===== config.mk =====
export PLATFORM = sky130hd
export DESIGN_NAME = ifu_refill_ctrl
export DESIGN_NICKNAME = d
export VERILOG_FILES = /design/src/rtl/ifu_pkg.sv /design/src/rtl/ifu_line_assembler.sv /design/src/rtl/ifu_refill_ctrl.sv
export SDC_FILE = /design/constraint.sdc
export NUM_CORES = 1
export LEC_CHECK = 0
export ABC_AREA = 1
export CAP_MARGIN = 30
export CORE_MARGIN = 5
export CORE_UTILIZATION = 54
export DETAILED_ROUTE_END_ITERATION = 12
export PLACE_DENSITY = 0.94
export REMOVE_ABC_BUFFERS = 1
export SLEW_MARGIN = 20
export SYNTH_ARGS = -nofsm -noshare
export SYNTH_HDL_FRONTEND = slang
export SYNTH_SLANG_ARGS = --single-unit

===== constraint.sdc =====
create_clock -name Clk -period 2.1 [get_ports Clk]
set_input_delay 0.315 -clock Clk [delete_from_list [all_inputs] [get_ports Clk]]
set_output_delay 0.315 -clock Clk [all_outputs]
set_load 0.005 [all_outputs]

===== src/rtl/ifu_pkg.sv =====
// Shared IFU instruction-cache types and constants, plus the refill sequencer
// state encoding and beat geometry.
package ifu_pkg;

    localparam int unsigned NUM_TAGS      = 16;
    localparam int unsigned TAG_WIDTH     = 27;
    localparam int unsigned OFFSET_WIDTH  = 5;
    localparam int unsigned LINE_WIDTH    = 128;
    localparam int unsigned P_BITS        = $clog2(NUM_TAGS);
    localparam int unsigned BEAT_WIDTH    = 32;
    localparam int unsigned NUM_BEATS     = LINE_WIDTH / BEAT_WIDTH;
    localparam int unsigned BEAT_CNT_BITS = $clog2(NUM_BEATS);

    typedef struct packed {
        logic                 valid;
        logic [TAG_WIDTH-1:0] tag;
    } tag_arr_t;

    typedef logic [LINE_WIDTH-1:0] data_arr_t;

    typedef enum logic [2:0] {
        ST_IDLE,
        ST_REQ,
        ST_RECV,
        ST_FILL,
        ST_FLUSH
    } refill_state_t;

    localparam logic [OFFSET_WIDTH-1:0] LINE_BASE_OFFSET = '0;

    function automatic logic [31:0] line_base(input logic [TAG_WIDTH-1:0] tag);
        return {tag, LINE_BASE_OFFSET};
    endfunction

endpackage


===== src/rtl/ifu_line_assembler.sv =====
// Collects memory response beats into a full cache line; beat k lands in
// line[32k +: 32] and line_done flags the beat that completes the line.
module ifu_line_assembler
    import ifu_pkg::*;
(
    input  logic                  clk,
    input  logic                  rst_n,
    input  logic                  clear,
    input  logic                  beat_valid,
    input  logic [BEAT_WIDTH-1:0] beat_data,
    output data_arr_t             line,
    output data_arr_t             line_next,
    output logic                  line_done
);

    logic [BEAT_CNT_BITS-1:0] cnt;

    always_comb begin
        line_next = line;
        for (int unsigned k = 0; k < NUM_BEATS; k++) begin
            if (beat_valid && (cnt == BEAT_CNT_BITS'(k))) begin
                line_next[k*BEAT_WIDTH +: BEAT_WIDTH] = beat_data;
            end
        end
    end

    assign line_done = beat_valid && (cnt == BEAT_CNT_BITS'(NUM_BEATS - 1));

    always_ff @(posedge clk) begin
        if (!rst_n) begin
            cnt  <= '0;
            line <= '0;
        end else begin
            line <= line_next;
            if (clear) begin
                cnt <= '0;
            end else if (beat_valid) begin
                cnt <= cnt + 1'b1;
            end
        end
    end

endmodule


===== src/rtl/ifu_refill_ctrl.sv =====
// IFU miss/refill sequencer: fetches a 4-beat line, writes it into a
// round-robin victim slot, and sequences full-cache invalidation.
module ifu_refill_ctrl
    import ifu_pkg::*;
(
    input  logic                  Clk,
    input  logic                  Rst_n,
    input  logic                  MissValid,
    input  logic [31:0]           MissAddr,
    output logic                  MissReady,
    input  logic                  FlushReq,
    output logic                  MemReqValid,
    output logic [31:0]           MemReqAddr,
    input  logic                  MemReqReady,
    input  logic                  MemRspValid,
    input  logic [BEAT_WIDTH-1:0] MemRspData,
    output logic                  TagWrEn,
    output logic [P_BITS-1:0]     TagWrIdx,
    output tag_arr_t              TagWrEntry,
    output logic                  DataWrEn,
    output logic [P_BITS-1:0]     DataWrIdx,
    output data_arr_t             DataWrLine,
    output logic                  FillDone,
    output logic                  Busy
);

    refill_state_t        state;
    logic [P_BITS-1:0]    victim;
    logic [P_BITS-1:0]    flush_idx;
    logic                 flush_pending;
    logic [TAG_WIDTH-1:0] miss_tag;

    logic      asm_clear;
    logic      asm_beat;
    data_arr_t asm_line;
    data_arr_t asm_line_next;
    logic      asm_done;

    assign asm_clear = (state == ST_REQ) && MemReqReady;
    assign asm_beat  = (state == ST_RECV) && MemRspValid;

    ifu_line_assembler u_asm (
        .clk        (Clk),
        .rst_n      (Rst_n),
        .clear      (asm_clear),
        .beat_valid (asm_beat),
        .beat_data  (MemRspData),
        .line       (asm_line),
        .line_next  (asm_line_next),
        .line_done  (asm_done)
    );

    assign MissReady = ~Busy;

    always_ff @(posedge Clk) begin
        if (!Rst_n) begin
            state         <= ST_IDLE;
            victim        <= '0;
            flush_idx     <= '0;
            flush_pending <= 1'b0;
            miss_tag      <= '0;
            MemReqValid   <= 1'b0;
            MemReqAddr    <= '0;
            TagWrEn       <= 1'b0;
            TagWrIdx      <= '0;
            TagWrEntry    <= '0;
            DataWrEn      <= 1'b0;
            DataWrIdx     <= '0;
            DataWrLine    <= '0;
            FillDone      <= 1'b0;
            Busy          <= 1'b0;
        end else begin
            TagWrEn  <= 1'b0;
            DataWrEn <= 1'b0;
            FillDone <= 1'b0;

            case (state)
                ST_IDLE: begin
                    // Flush takes priority; a coincident miss is left for the requester to re-present.
                    if (FlushReq || flush_pending) begin
                        state         <= ST_FLUSH;
                        flush_pending <= 1'b0;
                        flush_idx     <= '0;
                        TagWrEn       <= 1'b1;
                        TagWrIdx      <= '0;
                        TagWrEntry    <= '0;
                        Busy          <= 1'b1;
                    end else if (MissValid) begin
                        state       <= ST_REQ;
                        miss_tag    <= MissAddr[31:OFFSET_WIDTH];
                        MemReqValid <= 1'b1;
                        MemReqAddr  <= line_base(MissAddr[31:OFFSET_WIDTH]);
                        Busy        <= 1'b1;
                    end
                end

                ST_REQ: begin
                    if (FlushReq) begin
                        flush_pending <= 1'b1;
                    end
                    if (MemReqReady) begin
                        MemReqValid <= 1'b0;
                        state       <= ST_RECV;
                    end
                end

                ST_RECV: begin
                    if (FlushReq) begin
                        flush_pending <= 1'b1;
                    end
                    if (asm_done) begin
                        state      <= ST_FILL;
                        TagWrEn    <= 1'b1;
                        DataWrEn   <= 1'b1;
                        TagWrIdx   <= victim;
                        DataWrIdx  <= victim;
                        TagWrEntry <= '{valid: 1'b1, tag: miss_tag};
                        DataWrLine <= asm_line_next;
                        FillDone   <= 1'b1;
                    end
                end

                ST_FILL: begin
                    victim <= victim + 1'b1;
                    if (flush_pending) begin
                        state         <= ST_FLUSH;
                        flush_pending <= 1'b0;
                        flush_idx     <= '0;
                        TagWrEn       <= 1'b1;
                        TagWrIdx      <= '0;
                        TagWrEntry    <= '0;
                    end else begin
                        // A flush arriving now is held and picked up from IDLE.
                        flush_pending <= FlushReq;
                        state         <= ST_IDLE;
                        Busy          <= 1'b0;
                    end
                end

                ST_FLUSH: begin
                    if (flush_idx == P_BITS'(NUM_TAGS - 1)) begin
                        state  <= ST_IDLE;
                        victim <= '0;
                        Busy   <= 1'b0;
                    end else begin
                        flush_idx  <= flush_idx + 1'b1;
                        TagWrEn    <= 1'b1;
                        TagWrIdx   <= flush_idx + 1'b1;
                        TagWrEntry <= '0;
                    end
                end

                default: begin
                    state <= ST_IDLE;
                    Busy  <= 1'b0;
                end
            endcase
        end
    end

endmodule


=== Word-level counts from Yosys, hierarchy flattened ===
Cells that the tools add are included.

* Register bits after elaboration: 337
* Input port bits: 70
* Output and inout port bits: 202

* Add/sub/neg operators: 3
* Equal/unequal tests: 19
* Mux-type cells: 41
* Bitwise logic cells: 4
* Reductions and logical operators: 26

{| class="wikitable"
|+ Operator list
! kind !! count
|-
| $mux W32 || 4
|-
| $mux W28 || 4
|-
| $pmux W28 S4 || 1
|-
| $mux W4 || 5
|-
| $mux W3 || 6
|-
| $ne A2 B2 Y1 const B || 9
|-
| $pmux W4 S4 || 1
|-
| $reduce_and A4 Y1 || 4
|-
| $pmux W3 S5 || 1
|-
| $mux W1 || 13
|-
| $pmux W4 S3 || 1
|-
| $add A4 B1 Y4 const B || 2
|-
| $pmux W1 S4 || 2
|-
| $pmux W4 S2 || 1
|-
| $eq A3 B2 Y1 const B || 2
|-
| $logic_and A1 B1 Y1 || 6
|-
| $reduce_and A2 Y1 || 3
|-
| $reduce_and A3 Y1 || 2
|-
| $reduce_bool A3 Y1 || 2
|-
| $reduce_and A5 Y1 || 1
|-
| $eq A2 B2 Y1 const B || 2
|-
| $eq A4 B4 Y1 const B || 1
|-
| $not A1 Y1 || 4
|-
| $reduce_bool A2 Y1 || 2
|-
| 13 further kinds || 14
|}

=== Depth between registers and ports, before layout ===
Gate-level depths: netlist of run 1.

* Depth in word-level cells: 5
* Gate-level depth with buffers: 10
* Depth with buffers taken out: 9

=== Modules after synthesis ===
From an unflattened synthesis of run 1, not the netlist that was laid out.

* Cells, all modules: 1995
* Area, all modules: 13823.3 um^2

{| class="wikitable"
|+ Modules (own cells, without submodules)
! module !! times used !! cells an instance !! area each (um^2) !! sequential area each (um^2)
|-
| ifu_refill_ctrl || 1 || 987 || 7679.9 || 4144.0
|-
| ifu_line_assembler || 1 || 1008 || 6143.4 || 2602.5
|}

=== Least setup slack after synthesis of run 1 ===
No wires, ideal clock.

* Path type: reg2reg
* From: register state[0]
* To: register miss_tag[10]
* Library setup time: 116 ps
* Data arrival time: 1339 ps
* Required time: 1984 ps
* Path slack: 645 ps
* Cell stages (with the launch flop): 8
* Period minus slack after synthesis: 1455 ps
* Cell sequence: dfxtp_1 nor2_1 nand3_1 nor2_4 inv_2 clkbuf_1 nor2_1 nor2_1

* Longest elaborated chain between the ends: 2

{| class="wikitable"
|+ RTL lines
! what !! line !! RTL
|-
| start: declaration || ifu_refill_ctrl.sv:27 || <nowiki>refill_state_t state;</nowiki>
|-
| start signal: assignment || ifu_refill_ctrl.sv:57 || <nowiki>state <= ST_IDLE;</nowiki>
|-
| start signal: assignment || ifu_refill_ctrl.sv:81 || <nowiki>state <= ST_FLUSH;</nowiki>
|-
| start signal: assignment || ifu_refill_ctrl.sv:89 || <nowiki>state <= ST_REQ;</nowiki>
|-
| $logic_not A3 Y1 || ifu_refill_ctrl.sv:77 || <nowiki>case (state)</nowiki>
|-
| $reduce_and A3 Y1 (no source line) || - ||
|-
| end signal: assignment || ifu_refill_ctrl.sv:90 || <nowiki>miss_tag <= MissAddr[31:OFFSET_WIDTH];</nowiki>
|-
| end: declaration || ifu_refill_ctrl.sv:31 || <nowiki>logic [TAG_WIDTH-1:0] miss_tag;</nowiki>
|}

No other way between the ends.
A chain may end at the register's enable or synchronous reset.

=== Worst setup path after layout of run 1 ===
* From: register state[1]
* To: register DataWrLine[55]

* Longest elaborated chain between the ends: 4

{| class="wikitable"
|+ RTL lines
! what !! line !! RTL
|-
| $eq A3 B2 Y1 (*) || ifu_refill_ctrl.sv:40, ifu_refill_ctrl.sv:77 ||
|-
| $logic_and A1 B1 Y1 || ifu_refill_ctrl.sv:40 || <nowiki>assign asm_beat = (state == ST_RECV) && MemRspValid;</nowiki>
|-
| $logic_and A1 B1 Y1, on equally long branches || ifu_line_assembler.sv:21, ifu_line_assembler.sv:27 ||
|-
| $mux W32 / $reduce_and A2 Y1 (equally long branches) || - ||
|-
| end signal: assignment || ifu_refill_ctrl.sv:118 || <nowiki>DataWrLine <= asm_line_next;</nowiki>
|-
| end: declaration || ifu_refill_ctrl.sv:22 || <nowiki>output data_arr_t DataWrLine,</nowiki>
|}

Every way passes the cells marked *; elsewhere a longest branch is shown, timed or not.

==> impl_results.md, run 1 <==
- Status: finished clean
- Ys async rst share: 0%
- Pre-antenna DRT Iters: 6
- Sink Count: 305
- CP Max Fanout: 41
- Combinational fraction of design power: 15.0%
- Pwr Density: 870 nW/µm²
- Routed WL per cell: 15.5 µm
- Max-slew violations: 0
- CP arrival: 2290 ps
- Max frequency: 540 MHz
- Row cnt: 54
- Global-route wire length before repair: 53400 µm
- Post-route ant nets: 0
- Clock network fraction of design power: 39.3%
- Later-pin clock latency in the skew report: 540 ps
- Inserted Clock Buffers: 30
- Crit path capture type: flop
- EDFF count, synth: 0
- Die ar.: 24900 µm²
- Total track usage: 25.8%
- Die X: 158 µm
- Final Setup Violations: 0
- # DRC: 0
- Vias per std cell: 5.29
- WHS Path Cells: 3
- Storage cell area: 6110 µm²
- Register-to-Register Path Depth: 8
- VDD IR-drop max: 772 µV
- Io pins: 272
- Slew HR: 58.6%
- Pint: 10.2 mW
- Final Hold Fails: 0
- Via count: 11399
- Nets: 1928
- RSZ-0062 raised after global routing: false
- Initial Utilization: 54.4%
- Crit share post-route: 88.2%
- Cell taking the most area after synthesis: dfxtp_1
- Post-Route WL: 33500 µm
- Ys Warns: 0
- Post CTS Setup Buffer Count: 0
- P&R area growth vs syn: 34.0%
- Max Cap Viol: 0
- CTS root buffer: clkbuf_16
- Die H: 158 µm
- Clk buf depth: 3
- Seq/Total Area, Yosys: 51.8%
- WS Path Type: flop to flop
- DR iter-0 viols: 733
- Netlist Area Pre-Place: 11800 µm²
- Worst setup SP type: flop
- Cell with the most instances after synthesis: nand2_1
- Worst-Margin Slew: 621 ps
- Core area: 21700 µm²
- Leak pwr: 6.36 nW
- Netlist cell types: 24
- Worst EP required: 2540 ps
- Diodes inserted: 0
- Synth Area per Inst: 7.29 µm²
- CTS clk-pin slew, worst paths: 60 ps
- Fillers: 1504
- Worst Hold Class: primary input to flop
- Vias in the first global route: 11218
- Port bufs: 261
- Min Tclk post-route: 1850 ps
- Most common flop cell mapped by yosys: dfxtp_1
- Pin count of the biggest net entering global routing: 108
- Hold_ws: 355 ps
- Flop pwr share: 45.8%
- Clock skew: 9.37 ps
- Post-layout util: 72.8%
- Sw Share: 26.0%
- Syn Inst Count: 1618
- Switching power: 3.57 mW
- Multi-input gate area in the final layout: 4390 µm²
- H-Tree Depth: 1
- Post-DP HPWL: 21900 µm
- GRT overflow: 0
- Top-area cell type share of the netlist area: 51.8%
- Initial antenna violation count: 1
- Synth top area cells: dfxtp_1 52%, nand2_1 14%, a21oi_1 11%
- Routability cong.: 0.861
- Layout cells sized above 1: 5.18%
- FF+latch count, synth: 305
- Commonest cells in the netlist: 433 x nand2_1, 305 x dfxtp_1, 269 x a21oi_1, 223 x inv_1, 141 x nand3_1
- CTS tree: built
-- final timing paths --
check	from	end	slack [ps]
hold reg to reg	MemReqValid	MemReqValid	450
setup / recovery	state[1]	DataWrLine[55]	250
hold / removal	MissAddr[26]	miss_tag[21]	350
setup reg to reg	state[1]	DataWrLine[55]	250
-- cell type report --
type	count	share of cell area [%]
sequential	305	38.7
multi-input combinational	988	27.8
timing repair buffer	300	19.6
clock buffer	46	5.78
inverter	227	5.46
tap	280	2.22
clock inverter	7	0.539
-- registers in the layout, indices dropped and copies added (netlist names) --
| register | count |
|---|---|
| DataWrIdx | 4 |
| MemReqValid | 1 |
| victim | 4 |
| state | 3 |
| u_asm.line | 96 |
| TagWrIdx | 4 |
| TagWrEn | 1 |
| flush_pending | 1 |
| u_asm.cnt | 2 |
| DataWrLine | 128 |
| FillDone | 1 |
| miss_tag | 27 |
| flush_idx | 4 |
| Busy | 1 |
| TagWrEntry | 28 |
-- cells in the final DEF, fill, tap and decap left out, types with 2 or more instances in the layout --
| cell type | instances |
|---|---|
| nand4_1 | 2 |
| dfxtp_1 | 305 |
| o211ai_1 | 2 |
| nand3_1 | 141 |
| o21ai_0 | 33 |
| buf_4 | 24 |
| clkinv_2 | 5 |
| ha_1 | 6 |
| bufinv_16 | 2 |
| clkbuf_8 | 8 |
| nor2_4 | 2 |
| conb_1 | 5 |
| or2_2 | 2 |
| buf_12 | 15 |
| nor2_1 | 87 |
| inv_2 | 2 |
| clkdlybuf4s50_1 | 261 |
| inv_1 | 223 |
| a21oi_1 | 269 |
| nand2_1 | 432 |
| clkbuf_16 | 31 |
| clkbuf_1 | 7 |
-- per-stage QoR --
stage	TNS (ps)	setup slack, ps	area [µm²]	std cells	total power [mW]
final	0	249	15800	2153	13.7
after global routing	0	114	15800	2153	14.3
after CTS	0	178	15800	2153	13.8
after detailed placement	-1740	-66.9	14800	2100	8.43
after global placement	-377	-35.3	14800	2100	8.36
after floorplan	-389470	-2270	11300	1520	7.36
-- repair_timing --
action / CTS / global route
endpoints found under the setup margin: 0 / 1
hold buffers: 0 / 0
gates resized for setup: 0 / 1
-- worst max-delay path, cell delays in order, from the launching register on --
cell and delay [ps]:
dfxtp_1 450, nand3_2 200, nor2_4 230, nand2_8 80, inv_4 220, buf_12 260, nand3_1 120, nand2_1 110
inv_1 60
-- routing by layer --
metal | wire length [µm] | GRT usage, % | vias up
met2 | 16400 | 45.8 | 550
met3 | 3560 | 7.52 | 98
met4 | 1060 | 9.50 | 2
met5 | 13 | 0 | -
li1 | - | - | 5533
met1 | 12500 | 29.4 | 5216
-- power by group through the flow --
| stage | registers (mW) | logic (mW) | clock network, mW |
|---|---|---|---|
| 2_1_floorplan | 6.38 | 0.986 | 0 |
| 3_3_place_gp | 6.39 | 1.97 | 0 |
| 3_5_place_dp | 6.40 | 2.03 | 0 |
| 4_1_cts | 6.28 | 2.05 | 5.45 |
| 5_1_grt | 6.32 | 2.27 | 5.72 |
| 6_report | 6.29 | 2.06 | 5.39 |
-- cells by family (layout without fill, tap and decap cells) --
family / Yosys count / count (layout) / share of synthesized area [%]
simple gates: 671 / 671 / 23.1
buf+inv: 329 / 580 / 11.3
compound gates: 305 / 305 / 13.0
flops: 305 / 305 / 51.8
fa+ha+maj: 6 / 6 / 0.637
other cells: 1 / 5 / 0.0318
xor+xnor: 1 / 1 / 0.0743
Note: power is estimated with default switching activity, not from simulation.
==> inputs of run 2 (changes only) <==
--- a/config.mk
+++ b/config.mk
@@ -7,10 +7,12 @@
 export LEC_CHECK = 0
 export ABC_AREA = 1
 export CAP_MARGIN = 30
+export CELL_PAD_IN_SITES_DETAIL_PLACEMENT = 0
+export CELL_PAD_IN_SITES_GLOBAL_PLACEMENT = 1
 export CORE_MARGIN = 5
-export CORE_UTILIZATION = 54
+export CORE_UTILIZATION = 38
 export DETAILED_ROUTE_END_ITERATION = 12
-export PLACE_DENSITY = 0.94
+export PLACE_DENSITY = 0.93
 export REMOVE_ABC_BUFFERS = 1
 export SLEW_MARGIN = 20
 export SYNTH_ARGS = -nofsm -noshare
==> run 2 against run 1 <==
  * Critical endpoint is now TagWrEntry[9]
  * Critical path type unchanged
  * Clock skew up 5.2 ps
  * Highest routed layer is now met4
  * Critical path depth up 1
  * Largest power group unchanged
  * Clock power up 15%
==> impl_results.md, run 2 (synthesis results as in run 1) <==
- Status: finished clean
- Final Setup Violations: 0 (unchanged)
- CP arrival: 2240 ps (-50 ps)
- Final Hold Fails: 0 (unchanged)
- Initial antenna violation count: 0 (-1)
- Dpl ws: 54.8 ps (+122 ps)
- Nets: 1941 (+0.67%)
- Global-route wire length before repair: 54600 µm (+2.3%)
- Post CTS Setup Buffer Count: 0 (unchanged)
- Min Tclk post-route: 1820 ps (-32.6 ps)
- CTS tree: built
- Via count: 10904 (-4.3%)
- Hold_ws: 404 ps (+49.0 ps)
- Max Cap Viol: 0 (unchanged)
- Setup TNS: 0 ps (unchanged)
- Io pins: 272 (unchanged)
- GRT overflow: 0 (unchanged)
- Post-DP HPWL: 22000 µm (+0.26%)
- Crit path capture type: flop
- Crit share post-route: 86.6% (-1.6 points)
- Later-pin clock latency in the skew report: 500 ps (-40 ps)
- Max-slew violations: 0 (unchanged)
- Post-route setup slack: 281 ps (+32.6 ps)
- Port bufs: 261 (unchanged)
- Pin count of the biggest net entering global routing: 90 (-17%)
- Pwr Density: 899 nW/µm² (+3.4%)
- Routed WL per cell: 14.6 µm (-6.3%)
- RSZ-0062 raised after global routing: false
- VDD IR-drop max: 759 µV (-1.6%)
- Fillers: 2883 (+92%)
- Clk buf depth: 3 (unchanged)
- Max FFs per register: 128 (unchanged)
- Diodes inserted: 0 (unchanged)
- Post-Route WL: 33300 µm (-0.53%)
- Row cnt: 64 (+19%)
- DR iter-0 viols: 644 (-12%)
- CP dominant cell by count: buf_4
- Critical-path cell list: nand3_2, nor2_2, buf_4, nand2_8, inv_4, buf_12, buf_4, nand2_1, a21oi_1
- CTS clk-pin slew, worst paths: 60 ps (about the same)
- Largest Register: DataWrLine
- Worst setup SP type: flop
- Multi-input gate area in the final layout: 4390 µm² (unchanged)
- Resize count post-CTS: 0 (unchanged)
- H-Tree Depth: 2 (+1)
- Post-route ant nets: 0 (unchanged)
- Commonest non-fill, non-tap cell in the layout: nand2_1
- Die ar.: 34700 µm² (+39%)
- Core area: 30600 µm² (+41%)
- Worst Hold Class: primary input to flop
- Vias in the first global route: 10712 (-4.5%)
- Die X: 186 µm (+18%)
- Leak pwr: 6.50 nW (+2.2%)
- Layout cells sized above 1: 6.19% (+1.0 points)
- CP max stage cell: dfxtp_1
- Routability cong.: 0.784 (-8.9%)
- Total track usage: 19.0% (-6.8 points)
- Max frequency: 550 MHz (+1.8%)
- Worst EP required: 2520 ps (-20 ps)
- Initial Utilization: 38.5% (-16 points)
- Pre-antenna DRT Iters: 5 (-1)
- Clock skew: 14.5 ps (+5.18 ps)
- # DRC: 0 (unchanged)
- Top Family by Delay on Critical Path: buffers and inverters
- Post-CTS Hold Buffers: 0 (unchanged)
- Sink Count: 305 (unchanged)
- Commonest non-fill, non-tap cells in the layout: 430 x nand2_1, 305 x dfxtp_1, 269 x a21oi_1, 261 x clkdlybuf4s50_1, 223 x inv_1
- CP Max Fanout: 23 (-44%)
- CTS root buffer: clkbuf_16
- Storage cell area: 6110 µm² (unchanged)
- Largest stage delay on the critical path: 470 ps (+20 ps)
- CP bufs+invs: 4 (+1)
- Die H: 186 µm (+18%)
- Vias per std cell: 4.77 (-9.9%)
- Biggest regs: DataWrLine: 128 flops, u_asm.line: 96 flops, TagWrEntry: 28 flops
- Inserted Clock Buffers: 34 (+13%)
- WS Path Type: flop to flop
- P&R area growth vs syn: 37.7%
==> run 2: changes by cell type in the layout (fill, tap and decap cells not counted), moves of 2 or more <==
cell,before,now
clkbuf_1,7,5
clkbuf_16,31,35
nand2_1,432,430
clkinv_4,0,2
nand2_2,1,3
clkbuf_8,8,6
clkinvlp_4,0,2
bufinv_16,2,5
buf_4,24,30
buf_12,15,18
==> run 2: area by class of cell <==
cell class / count / share of cell area [%]
inverter: 227 / 5.31
tap: 396 / 3.05
clock buffer: 46 / 6.02
timing repair buffer: 309 / 19.7
sequential: 305 / 37.6
clock inverter: 14 / 1.30
multi-input combinational: 988 / 27.0
==> run 2: worst paths after layout <==
check / start / endpoint / slack (ps) / cells past startpoint
min: MissAddr[11] / miss_tag[6] / 400 / 3
max reg2reg: state[1] / TagWrEntry[9] / 280 / 9
min reg2reg: MemReqValid / MemReqValid / 460 / 2
max: state[1] / TagWrEntry[9] / 280 / 9
==> run 2: power breakdown <==
group,internal [mW],leakage (nW),total [mW],switching (mW)
clock,3.89,0.580,6.21,2.32
sequential,6.09,2.46,6.29,0.203
combinational,0.909,3.45,2.10,1.19
==> run 2: per-layer routing <==
metal | track usage (%) | part of all wire, %
met1 | 24.1 | 43
met3 | 6.55 | 9.3
met4 | 4.66 | 1.8
met5 | 0 | 0
met2 | 31.4 | 46
==> run 2: worst register-to-register path, stage by stage (launching register included) <==
cell	delay (ps)
dfxtp_1	470
nand3_2	190
nor2_2	180
buf_4	160
nand2_8	60
inv_4	80
buf_12	190
buf_4	200
nand2_1	60
a21oi_1	150
==> run 2: stage by stage <==
stage / util, % / std cells / area (µm²) / total power, mW
final: 53.1 / 2285 / 16200 / 14.6
after global routing: 53.1 / 2285 / 16200 / 15.3
after CTS: 53.1 / 2285 / 16200 / 14.8
after detailed placement: 49.2 / 2225 / 15000 / 8.51
after global placement: 49.2 / 2225 / 15000 / 8.47
after floorplan: - / 1520 / 11300 / 7.36
